`src/rtl/ysyx_22040759_axi_rd_master.sv`:
```
// Single-beat AXI4 read master serving one arbiter request at a time.
//
// A request (rd_addr_valid_i with rd_addr_i / rd_size_i) is captured in IDLE.
// One AR beat (len 0, INCR) is issued from the captured values. R beats with a
// foreign ID or without RLAST are accepted and dropped. The final matching beat
// is aligned to the request address, zero-extended, and returned as a one-cycle
// rd_data_valid_o pulse (with rd_err_o when RRESP != OKAY). After each response
// the master ignores new requests for GAP_CYCLES cycles.
//
// Ports:
//   clk, rst                 clock, asynchronous active-high reset
//   rd_addr_valid_i          request valid (level, held until captured)
//   rd_addr_i, rd_size_i     request byte address and size (00=1B .. 11=8B)
//   rd_data_valid_o          one-cycle pulse, rd_data_o valid
//   rd_data_o                aligned, zero-extended read data (held)
//   rd_err_o                 pulses with rd_data_valid_o on a non-OKAY response
//   axi_ar_*                 AXI read address channel
//   axi_r_*                  AXI read data channel
module ysyx_22040759_axi_rd_master #(
   parameter logic [3:0]  AXI_ID     = 4'h0,
   parameter int unsigned GAP_CYCLES = 2
) (
   input  logic        clk,
   input  logic        rst,
   input  logic        rd_addr_valid_i,
   input  logic [63:0] rd_addr_i,
   input  logic [1:0]  rd_size_i,
   output logic        rd_data_valid_o,
   output logic [63:0] rd_data_o,
   output logic        rd_err_o,
   output logic        axi_ar_valid_o,
   input  logic        axi_ar_ready_i,
   output logic [63:0] axi_ar_addr_o,
   output logic [3:0]  axi_ar_id_o,
   output logic [7:0]  axi_ar_len_o,
   output logic [2:0]  axi_ar_size_o,
   output logic [1:0]  axi_ar_burst_o,
   input  logic        axi_r_valid_i,
   output logic        axi_r_ready_o,
   input  logic [63:0] axi_r_data_i,
   input  logic [1:0]  axi_r_resp_i,
   input  logic        axi_r_last_i,
   input  logic [3:0]  axi_r_id_i
);

   localparam int unsigned CntW = (GAP_CYCLES > 0) ? $clog2(GAP_CYCLES + 1) : 1;

   typedef enum logic [1:0] {
      StIdle,
      StAddr,
      StData,
      StGap
   } state_e;

   state_e          state_q, state_d;
   logic [CntW-1:0] gap_cnt_q, gap_cnt_d;
   logic [63:0]     addr_q, addr_d;
   logic [1:0]      size_q, size_d;
   logic [63:0]     data_q, data_d;
   logic            valid_q, valid_d;
   logic            err_q, err_d;

   logic [63:0]     shifted;
   logic [63:0]     aligned;
   logic            final_beat;

   // Bring the addressed byte lane down to bit 0, then keep only the requested width.
   always_comb begin
      shifted = axi_r_data_i >> {addr_q[2:0], 3'b000};
      aligned = '0;
      unique case (size_q)
         2'b00:   aligned = {56'd0, shifted[7:0]};
         2'b01:   aligned = {48'd0, shifted[15:0]};
         2'b10:   aligned = {32'd0, shifted[31:0]};
         default: aligned = shifted;
      endcase
   end

   assign final_beat = axi_r_valid_i && (axi_r_id_i == AXI_ID) && axi_r_last_i;

   always_comb begin
      state_d   = state_q;
      gap_cnt_d = gap_cnt_q;
      addr_d    = addr_q;
      size_d    = size_q;
      data_d    = data_q;
      valid_d   = 1'b0;
      err_d     = 1'b0;
      unique case (state_q)
         StIdle: begin
            if (rd_addr_valid_i) begin
               addr_d  = rd_addr_i;
               size_d  = rd_size_i;
               state_d = StAddr;
            end
         end
         StAddr: begin
            if (axi_ar_ready_i) begin
               state_d = StData;
            end
         end
         StData: begin
            // r_ready is high here, so every valid beat is consumed; only the last
            // matching beat carries the response.
            if (final_beat) begin
               data_d  = aligned;
               valid_d = 1'b1;
               err_d   = (axi_r_resp_i != 2'b00);
               if (GAP_CYCLES == 0) begin
                  state_d = StIdle;
               end else begin
                  state_d   = StGap;
                  gap_cnt_d = CntW'(GAP_CYCLES);
               end
            end
         end
         StGap: begin
            // The counter value is the number of GAP cycles still to spend,
            // including the current one.
            if (gap_cnt_q <= CntW'(1)) begin
               gap_cnt_d = '0;
               state_d   = StIdle;
            end else begin
               gap_cnt_d = gap_cnt_q - 1'b1;
            end
         end
         default: state_d = StIdle;
      endcase
   end

   always_ff @(posedge clk or posedge rst) begin
      if (rst) begin
         state_q   <= StIdle;
         gap_cnt_q <= '0;
         addr_q    <= '0;
         size_q    <= '0;
         data_q    <= '0;
         valid_q   <= 1'b0;
         err_q     <= 1'b0;
      end else begin
         state_q   <= state_d;
         gap_cnt_q <= gap_cnt_d;
         addr_q    <= addr_d;
         size_q    <= size_d;
         data_q    <= data_d;
         valid_q   <= valid_d;
         err_q     <= err_d;
      end
   end

   assign rd_data_valid_o = valid_q;
   assign rd_data_o       = data_q;
   assign rd_err_o        = err_q;

   assign axi_ar_valid_o  = (state_q == StAddr);
   assign axi_ar_addr_o   = addr_q;
   assign axi_ar_id_o     = AXI_ID;
   assign axi_ar_len_o    = 8'd0;
   assign axi_ar_size_o   = {1'b0, size_q};
   assign axi_ar_burst_o  = 2'b01;

   assign axi_r_ready_o   = (state_q == StData);

endmodule

```
`config.mk`:
```
export PLATFORM = sky130hd
export DESIGN_NAME = ysyx_22040759_axi_rd_master
export DESIGN_NICKNAME = d
export VERILOG_FILES = /design/src/rtl/ysyx_22040759_axi_rd_master.sv
export SDC_FILE = /design/constraint.sdc
export NUM_CORES = 1
export LEC_CHECK = 0
export CAP_MARGIN = 20
export CORE_ASPECT_RATIO = 1.2
export CORE_MARGIN = 3
export CORE_UTILIZATION = 40
export DETAILED_ROUTE_END_ITERATION = 12
export PLACE_DENSITY = 0.81
export SYNTH_ARGS = -nofsm -noshare
export SYNTH_HDL_FRONTEND = slang
export SYNTH_SLANG_ARGS = --single-unit
```
`constraint.sdc`:
```
create_clock -name clk -period 9.18 [get_ports clk]
set_clock_uncertainty 0.2 [all_clocks]
set_input_delay 1.836 -clock clk [delete_from_list [all_inputs] [get_ports clk]]
set_output_delay 1.836 -clock clk [all_outputs]
set_load 0.1 [all_outputs]
```
==> results.sh <==
export IMPL_diodes=0
export IMPL_grt_overflow=0
export IMPL_dp_hpwl_um=15300
export IMPL_crit_path_start_kind="flop"
export IMPL_final_hold_viol_count=0
export IMPL_fin_crit_sh_pct=50.9
export IMPL_syn_inst=562
export IMPL_syn_cell_area_um2=6770
export IMPL_coreArea_um2=16400
export IMPL_yosys_warnings=0
export IMPL_layout_nets=967
export IMPL_synth_seq_cells=136
export IMPL_worstPathCellList="buf_4 > clkdlybuf4s50_1"
export IMPL_clk_pin_slew_worst_paths_ns=0.06
export IMPL_drc_errors=0
export IMPL_dieHeight_um=149
export IMPL_cts_tree="done"
export IMPL_firstDrtPassIters=5
export IMPL_hold_path_depth=2
export IMPL_rr_startpoint="state_q[0]"
export IMPL_ctsHoldBuffers=0
export IMPL_final_setup_viol_count=0
export IMPL_areaGrowthSynthToFinish_pct=50.7
export IMPL_start_util_pct=41.3
export IMPL_via_per_inst=5.39
export IMPL_placed_area_um2=9580
export IMPL_crit_slowest_cell="clkdlybuf4s50_1"
export IMPL_tightest_slew_ns=1.06
export IMPL_timing_rr_end="rd_data_o[47]"
export IMPL_gp_congestion=0.858
export IMPL_mostFrequentLayoutCell="clkdlybuf4s50_1"
export IMPL_period_needed_ns=4.67
export IMPL_critical_path_top_delay_family="buffers and inverters"
export IMPL_grt_pass1_vias=5563
export IMPL_via_count=5635
export IMPL_die_area_um2=18500
export IMPL_setup_tns_ns=0
export IMPL_path_buf_inv=2
export IMPL_max_slew_margin_pct=28.9
export IMPL_port_buffers=275
export IMPL_design_portCount=291
export IMPL_synth_async_sr_flop_share_pct=100
export IMPL_fmaxAchievable_mhz=214
export IMPL_final_cell_area_um2=10200
export IMPL_cts_buffer_depth=2
export IMPL_synthDistinctLibCells=41
export IMPL_grt_max_degree=84
export IMPL_synth_edf_count=0
export IMPL_final_cell_mix="275 x clkdlybuf4s50_1, 134 x dfrtp_1, 74 x mux2_2, 60 x nand2_1, 51 x o21ai_0"
export IMPL_maxCapViolations=0
export IMPL_cts_max_level=4
export IMPL_numCtsBuffers=17
export IMPL_final_util_pct=62.2
export IMPL_root_buffer="clkbuf_16"
export IMPL_reg2reg_slack_ns=6.48
export IMPL_antenna_found_initial=0
export IMPL_drtAntennaViolNets=0
export IMPL_hold_class="flop to flop"
export IMPL_clk_latency_ns=0.41
export IMPL_hold_path_startpoint="rd_data_o[45]"
export IMPL_die_w_um=125
export IMPL_post_drt_wl_per_cell_um=19.6
export IMPL_holdWs_ns=0.280
export IMPL_holdPathEnd="rd_data_o[45]"
export IMPL_rows=51
export IMPL_cts_resized=0
export IMPL_drt_iter0_markers=368
export IMPL_drt_wl_total_um=20400
export IMPL_cts_sinks=136
export IMPL_post_cts_buffers=0
export IMPL_worst_setup_path_end_kind="output pin"
export IMPL_ff2ff_path_depth=8
export IMPL_status="complete, no violations"
export IMPL_ys_seq_area_share_pct=50.2
export IMPL_crit_required_ns=7.14
export IMPL_grt_pass1_wl_um=31500
export IMPL_critical_path_max_stage_delay_ns=1.27
export IMPL_arrival_ns=2.63
export IMPL_worst_setup_path_type="flop to output pin"
export IMPL_ys_flop_type="dfrtp_1"
export IMPL_drive_gt1_share_pct=17.0
export IMPL_maxSlewViolCount=0
export IMPL_grtUsageTotal_pct=21.7
export IMPL_syn_mean_instance_area_um2=12.1
export IMPL_crit_fanout=70
export IMPL_rsz0062_at_grt="false"
==> routing by layer <==
metal	routed length, um	track usage (%)	vias to the layer above
li1	-	-	2558
met1	8150	27.6	2728
met2	10100	36.0	316
met3	1740	5.71	33
met4	444	7.40	0
met5	0	0	-
==> synth_stat cells (2+ instances only) <==
master / n / area share, %
o211ai_1: 7 / 0.78
mux2i_1: 35 / 5.2
nor2_1: 4 / 0.22
a211oi_1: 7 / 0.78
nand2_1: 61 / 3.4
nor2b_1: 10 / 0.92
conb_1: 2 / 0.11
a22o_1: 16 / 2.1
buf_4: 21 / 2.3
clkbuf_1: 17 / 0.94
mux2_2: 74 / 12
mux4_2: 17 / 5.7
buf_2: 16 / 1.2
nand3_1: 9 / 0.66
o21ai_0: 51 / 3.8
o21ai_1: 18 / 1.3
a2111oi_0: 6 / 0.78
inv_1: 7 / 0.39
nor4_4: 2 / 0.63
dfrtp_1: 136 / 50
a2bb2oi_1: 8 / 1.0
ha_1: 5 / 0.92
o2bb2ai_1: 9 / 1.2
a221o_1: 7 / 1.0
==> worst reg2reg max path, stage by stage (launching register included) <==
cell and delay [ns]:
dfrtp_1 0.39, inv_1 0.10, ha_1 0.29, and3_1 0.25
nand2_2 0.08, buf_4 0.57, inv_2 0.28, nand4_4 0.26
o21ai_0 0.15
==> worst max-delay path by stage <==
stage | startpoint | end | slack [ns] | depth (start not counted)
6_report | axi_ar_addr_o[1] | axi_ar_addr_o[1] | 4.51 | 2
5_1_grt | axi_ar_addr_o[1] | axi_ar_addr_o[1] | 4.39 | 2
4_1_cts | axi_ar_addr_o[1] | axi_ar_addr_o[1] | 4.47 | 2
3_5_place_dp | axi_ar_addr_o[1] | axi_ar_addr_o[1] | 4.93 | 2
3_3_place_gp | axi_ar_addr_o[1] | axi_ar_addr_o[1] | 4.93 | 2
2_1_floorplan | rst | axi_ar_addr_o[0] | 3.50 | 1
==> cell families after synthesis <==
kind of cell,Yosys count,synth area share [%]
other,2,0.111
DFF,136,50.2
AOI/OAI and AO/OA,135,13.6
adders and majority gates,5,0.924
and+or+nand+nor,93,6.85
muxes,126,23.1
buffers and inverters,65,5.17
==> state kept, by name, summed over array words and instances, names as in the netlist <==
name,count
state_q,2
gap_cnt_q,2
rd_data_valid_o,1
axi_ar_addr_o,64
rd_err_o,1
rd_data_o,64
size_q,2
==> layout make-up <==
cell class	count	area [um2]
flip-flops and latches	136	3410
inverters	9	38.8
clock buffers	18	439
repair buffers	282	2830
multi-input cells	374	3070
fillers	1292	6190
clock inverters	14	161
well taps	212	265
==> through the flow <==
| stage | std cells | worst slack [ns] |
|---|---|---|
| after floorplan | 575 | 3.50 |
| after global placement | 1012 | 4.93 |
| after detailed placement | 1012 | 4.93 |
| after CTS | 1044 | 4.47 |
| after global routing | 1045 | 4.39 |
| final | 1045 | 4.51 |
Power is not shown: default switching activity piles up to over one toggle a cycle in this logic, so the estimate is an artifact.
